**src/rtl/pc_sequencer_pkg.sv**
```systemverilog
// ---------------------------------------------------------------------------
// pc_sequencer_pkg
// Purpose : Shared definitions for the PC sequencing logic. Holds the pc_src
//           encodings that the PC source decoder drives and that
//           pc_sequencer consumes. Also holds a small helper that recognises
//           a linking jump.
// Ports   : none (package)
// ---------------------------------------------------------------------------
package pc_sequencer_pkg;

  // Next-PC source select encodings
  localparam logic [1:0] PCSRC_SEQ = 2'b00;
  localparam logic [1:0] PCSRC_JMP = 2'b01;
  localparam logic [1:0] PCSRC_BR  = 2'b10;
  localparam logic [1:0] PCSRC_RET = 2'b11;

  // A link is only meaningful on a jump. On every other source the
  // push_ret request is dropped, so pushes and pops can never collide.
  function automatic logic is_link(input logic [1:0] pc_src, input logic push_ret);
    return push_ret && (pc_src == PCSRC_JMP);
  endfunction

endpackage

```
**src/rtl/pc_ras.sv**
```systemverilog
// ---------------------------------------------------------------------------
// pc_ras
// Purpose : Return-address stack with a circular pointer. A push onto a full
//           stack overwrites the oldest entry. A pop from an empty stack
//           leaves the stack untouched. Both of these cases set the sticky
//           err flag, which only reset clears.
// Ports   : clk, rst_n        - clock, async active-low reset
//           push, pop         - stack operations (push has priority if both)
//           push_data         - value written on push
//           top               - most recent non-evicted entry
//           count             - number of valid entries (0..DEPTH)
//           full, empty, err  - status; err is sticky over/underflow
// ---------------------------------------------------------------------------
module pc_ras #(
  parameter int DEPTH = 8,
  parameter int W     = 32
) (
  input  logic                     clk,
  input  logic                     rst_n,
  input  logic                     push,
  input  logic                     pop,
  input  logic [W-1:0]             push_data,
  output logic [W-1:0]             top,
  output logic [$clog2(DEPTH):0]   count,
  output logic                     full,
  output logic                     empty,
  output logic                     err
);

  localparam int PTR_W = $clog2(DEPTH);
  localparam int CNT_W = PTR_W + 1;

  // ptr_q always points at the next free slot. Because DEPTH is a power of
  // two, the pointer wraps naturally. After DEPTH pushes, the slot it
  // points to holds the oldest entry, which is exactly the one to evict.
  logic [PTR_W-1:0] ptr_q, ptr_d;
  logic [CNT_W-1:0] count_q, count_d;
  logic             err_q, err_d;
  logic [W-1:0]     mem_q [DEPTH];
  logic [PTR_W-1:0] top_idx;

  assign full    = (count_q == CNT_W'(DEPTH));
  assign empty   = (count_q == '0);
  assign count   = count_q;
  assign err     = err_q;
  assign top_idx = ptr_q - PTR_W'(1);
  assign top     = mem_q[top_idx];

  // Pointer, occupancy and error bookkeeping for push/pop.
  always_comb begin
    ptr_d   = ptr_q;
    count_d = count_q;
    err_d   = err_q;
    if (push) begin
      ptr_d = ptr_q + PTR_W'(1);
      if (full) begin
        err_d = 1'b1;
      end else begin
        count_d = count_q + CNT_W'(1);
      end
    end else if (pop) begin
      if (empty) begin
        err_d = 1'b1;
      end else begin
        ptr_d   = ptr_q - PTR_W'(1);
        count_d = count_q - CNT_W'(1);
      end
    end
  end

  always_ff @(posedge clk or negedge rst_n) begin
    if (!rst_n) begin
      ptr_q   <= '0;
      count_q <= '0;
      err_q   <= 1'b0;
    end else begin
      ptr_q   <= ptr_d;
      count_q <= count_d;
      err_q   <= err_d;
    end
  end

  // Entry storage has no reset. An entry is only ever read after it has
  // been written, because count gates every pop.
  always_ff @(posedge clk) begin
    if (push) begin
      mem_q[ptr_q] <= push_data;
    end
  end

endmodule

```
**src/rtl/pc_sequencer.sv**
```systemverilog
// ---------------------------------------------------------------------------
// pc_sequencer
// Purpose : Program counter for a multicycle core. Selects the next PC from
//           sequential, jump, branch or return sources. The PC updates on a
//           clk edge with pc_write=1. A return-address stack supplies
//           return targets and is pushed by linking jumps.
// Ports   : clk, rst_n      - clock, async active-low reset
//           pc_src         - 00 seq, 01 jump, 10 branch, 11 return
//           pc_write       - PC update strobe
//           push_ret       - link request (only with pc_src=01)
//           branch_offset  - sign-extended byte offset
//           jump_target    - absolute jump address
//           pc, pc_plus4   - registered PC and its +4 successor
//           ras_count/empty/full/err - return stack status
// ---------------------------------------------------------------------------
module pc_sequencer
  import pc_sequencer_pkg::*;
#(
  parameter int              PC_W      = 32,
  parameter int              RAS_DEPTH = 8,
  parameter logic [PC_W-1:0] RESET_PC  = '0
) (
  input  logic                       clk,
  input  logic                       rst_n,
  input  logic [1:0]                 pc_src,
  input  logic                       pc_write,
  input  logic                       push_ret,
  input  logic [PC_W-1:0]            branch_offset,
  input  logic [PC_W-1:0]            jump_target,
  output logic [PC_W-1:0]            pc,
  output logic [PC_W-1:0]            pc_plus4,
  output logic [$clog2(RAS_DEPTH):0] ras_count,
  output logic                       ras_empty,
  output logic                       ras_full,
  output logic                       ras_err
);

  // Clearing the low two bits keeps every loaded PC word aligned.
  localparam logic [PC_W-1:0] ALIGN_MASK = {{(PC_W-2){1'b1}}, 2'b00};

  logic [PC_W-1:0] pc_q, pc_d;
  logic [PC_W-1:0] branch_pc;
  logic [PC_W-1:0] next_pc;
  logic [PC_W-1:0] ras_top;
  logic            do_push;
  logic            do_pop;

  assign pc        = pc_q;
  assign pc_plus4  = pc_q + PC_W'(4);
  assign branch_pc = pc_q + branch_offset;

  assign do_push = pc_write && is_link(pc_src, push_ret);
  assign do_pop  = pc_write && (pc_src == PCSRC_RET);

  // The link address is the pre-update pc+4. It is pushed on the same edge
  // that loads the jump target.
  pc_ras #(
    .DEPTH (RAS_DEPTH),
    .W     (PC_W)
  ) u_ras (
    .clk       (clk),
    .rst_n     (rst_n),
    .push      (do_push),
    .pop       (do_pop),
    .push_data (pc_plus4),
    .top       (ras_top),
    .count     (ras_count),
    .full      (ras_full),
    .empty     (ras_empty),
    .err       (ras_err)
  );

  // Next-PC selection. A return on an empty stack falls through to pc+4.
  // The stack flags that underflow on its own.
  always_comb begin
    next_pc = pc_plus4;
    unique case (pc_src)
      PCSRC_SEQ: next_pc = pc_plus4;
      PCSRC_JMP: next_pc = jump_target;
      PCSRC_BR:  next_pc = branch_pc;
      PCSRC_RET: next_pc = ras_empty ? pc_plus4 : ras_top;
      default:   next_pc = pc_plus4;
    endcase
    pc_d = pc_write ? (next_pc & ALIGN_MASK) : pc_q;
  end

  always_ff @(posedge clk or negedge rst_n) begin
    if (!rst_n) begin
      pc_q <= RESET_PC;
    end else begin
      pc_q <= pc_d;
    end
  end

endmodule

```
**config.mk**
```make
export PLATFORM = sky130hd
export DESIGN_NAME = pc_sequencer
export DESIGN_NICKNAME = d
export VERILOG_FILES = /design/src/rtl/pc_sequencer_pkg.sv /design/src/rtl/pc_ras.sv /design/src/rtl/pc_sequencer.sv
export SDC_FILE = /design/constraint.sdc
export NUM_CORES = 1
export LEC_CHECK = 0
export CORE_MARGIN = 1
export CORE_UTILIZATION = 61
export CTS_BUF_LIST = sky130_fd_sc_hd__clkbuf_4
export DETAILED_ROUTE_END_ITERATION = 8
export DONT_BUFFER_PORTS = 1
export PLACE_DENSITY = 0.83
export SYNTH_ARGS = -nofsm -noshare
export SYNTH_HDL_FRONTEND = slang
export SYNTH_SLANG_ARGS = --single-unit
```
**constraint.sdc**
```tcl
create_clock -name clk -period 9.2 [get_ports clk]
set_input_delay 0.92 -clock clk [delete_from_list [all_inputs] [get_ports clk]]
set_output_delay 0.92 -clock clk [all_outputs]
set_load 0.005 [all_outputs]
```
==> metrics.csv <==
stage,metric,value,unit
sta,worst_slack,4649,ps
pwr,power_density,330.8,nW/µm²
synthesis,ys_seq_area_share,58.57,%
die,pin_count,141,
routing,vias_per_cell,6.846,
cts,htree_levels,3,
global_routing,antenna_found_initial,4,
routing,vias,9543,
placement,routabilityCongestion,0.9264,
synthesis,synth_edf_count,240,
sta,slew_viol_final,0,
synthesis,synth_seq_cells,278,
routing,detail-route-antenna-nets,0,
global_routing,grt_max_degree,66,
synthesis,synth_flop_cell,edfxtp_1,
routing,drcViolationCount,0,
critical_path,cp_max_fo,9,
synthesis,synth_common_cells,"edfxtp_1, nand2_1, mux4_2",
sta,fmax,219.7,MHz
critical_path,crit_required,8280,ps
global_routing,grt_pass1_wl,54540,µm
status,status,finished clean,
cts,cts_buffers,71,
sta,maxSlewHeadroom,19.08,%
sta,timing.final.crit_share,49.46,%
critical_path,worstSetupStartpointType,register,
routing,firstDrtPassIters,6,
cts,insertion_delay,690,ps
sta,fin_skew,55.01,ps
sta,finalSetupTns,0,ps
global_routing,grt_pass1_vias,9487,
synthesis,syn_inst,1020,
pwr,leakagePower,5.339,nW
sta,setup_viol,0,
critical_path,crit_type,register to primary output,
cts,clockBufferDepth,3,
global_routing,grt_use_total,31.01,%
die,initial_core_util,63.04,%
routing,drt_iter0_markers,1205,
synthesis,synth.largest_area_cell,edfxtp_1,
cts,clock_sinks,278,
cells_and_area,drive_gt1_share,20.51,%
sta,fin_crit,4551,ps
placement,port_buffers,0,
die,rows,54,
die,die_area,23440,µm²
cts,cts_resized,0,
synthesis,synthArstFlopShare,13.67,%
synthesis,yosysMostFrequentCell,edfxtp_1,
die,design.core.area,22090,µm²
critical_path,r2r_slack,5200,ps
synthesis,syn-cell-area,13930,µm²
routing,route.final.wire_length,35530,µm
synthesis,synth_top_area_share,51.74,%
die,die_width,153.1,µm
placement,dpl.hpwl,23210,µm
cells_and_area,utilization,68.65,%
cts,clkTransAtPathRegs,70,ps
routing,wl_per_cell,25.49,µm
sta,finalHoldViolCount,0,
cts,postCtsHoldBufs,1,
sta,tightest_slew,1205,ps
synthesis,synthTopCellsByArea,"edfxtp_1, mux4_2, dfrtp_1",
synthesis,yosysUniqueCellTypes,69,
job,cap_viol_max_count,0,
cells_and_area,nFillCells,1487,
sta,hold_slack,85.11,ps
synthesis,ys_warn_count,0,
cells_and_area,final_nets,1160,
pwr,vdd_ir_drop_max,0.1926,mV
min_path,min_path_type,input port to asynchronous set/reset pin,
cts,postCtsSetupBuffers,0,
sta,rsz0062_at_grt,no,
critical_path,critPathArrivalTime,3630,ps
placement,place_ws,5186,ps
die,die_h,153.1,µm
cts,cts_tree,yes,
synthesis,syn_avg_cell_area,13.66,µm²
cells_and_area,area_delta_synth_final,8.902,%
cts,cts_root_buf,clkbuf_4,
global_routing,gr-total-overflow,0,
critical_path,cp-end-kind,primary output,
-- stage by stage --
step                cells  total power [W]  area [µm²]
finish               1394         0.005018       15170
global route         1387         0.005280       15150
CTS                  1387         0.005018       15150
detailed placement   1260         0.003972       14230
global placement     1260         0.003913       14230
floorplan            1023         0.003375       13940
-- sequential cells by signal, summed over array words and instances, names as in the netlist --
register,count
u_ras.mem_q,240
u_ras.ptr_q,3
u_ras.err,1
u_ras.count,4
pc,30
-- final timing paths --
kind	startpoint	to	cells after the start
max in group asynchronous	rst_n	pc[8]$_DFFE_PN0P_	1
min in group clk	pc_src[1]	pc[13]$_DFFE_PN0P_	1
worst max-delay path	pc[3]$_DFFE_PN0P_	pc_plus4[28]	7
worst max register to register	u_ras.ptr_q[0]$_DFFE_PN0P_	pc[14]$_DFFE_PN0P_	9
worst min register to register	u_ras.err$_DFFE_PN0P_	u_ras.err$_DFFE_PN0P_	1
worst min-delay path	rst_n	u_ras.ptr_q[2]$_DFFE_PN0P_	1
-- routing by layer --
| metal | track usage (%) | up-vias | wire (µm) |
|---|---|---|---|
| met5 | 0 | - | 9 |
| met4 | 14.91 | 2 | 1514 |
| met3 | 8.449 | 137 | 3841 |
| met2 | 49.73 | 625 | 17070 |
| met1 | 39.43 | 4654 | 13090 |
| li1 | - | 4125 | - |
-- final cells by class --
type                       count  area (µm²)  area share [%]
antenna                        7       17.52          0.1155
clock buffer                 107       803.3           5.296
clock inverter                19       97.59          0.6434
inverter                      30       112.6          0.7424
multi-input combinational    654        5470           36.06
sequential                   278        8162           53.81
tap                          280       350.3           2.310
timing repair buffer          19       155.1           1.023
-- power breakdown --
part | total [W] | switching, W | leakage (nW) | internal [W]
sequential | 0.00185 | 0.000219 | 2.59 | 0.00163
combinational | 0.00213 | 0.00125 | 2.21 | 0.000889
clock | 0.00104 | 0.000501 | 0.537 | 0.000536
-- placed cells by master, fill, tap and decap left out, types with 8 or more instances in the layout --
| cell type | count |
|---|---|
| o22ai_1 | 11 |
| o21ai_0 | 57 |
| a21o_1 | 12 |
| inv_1 | 28 |
| xnor2_1 | 37 |
| and3_1 | 13 |
| mux4_2 | 65 |
| xor2_1 | 19 |
| a21oi_1 | 52 |
| nor3_1 | 14 |
| clkinv_1 | 11 |
| a31oi_1 | 15 |
| mux2i_1 | 32 |
| nand4_1 | 13 |
| nand3_1 | 28 |
| a211oi_1 | 8 |
| edfxtp_1 | 240 |
| buf_4 | 18 |
| nor2_1 | 55 |
| clkbuf_4 | 107 |
| dfrtp_1 | 37 |
| ha_1 | 33 |
| nand2_1 | 68 |
-- worst max-delay path, stage by stage, from the launching register on --
cell	delay (ps)
dfrtp_1	600
ha_1	410
and3_1	200
and4_1	280
nand2_1	90
nor2_1	320
nand2_1	160
xnor2_1	910
-- cell families (layout without fill, tap and decap cells) --
group                      after synthesis  after routing  share of synthesized area [%]
buffers and inverters                   91            175                          2.758
xor gates and xnor gates                57             57                          3.638
adders and majority gates               36             36                          3.342
other                                    1             11                        0.02692
DFF                                    278            278                          58.57
AOI/OAI and AO/OA                      220            220                          10.25
and+or+nand+nor                        233            233                          8.040
muxes                                  104            104                          13.38
(Power assumes the default switching activity.)
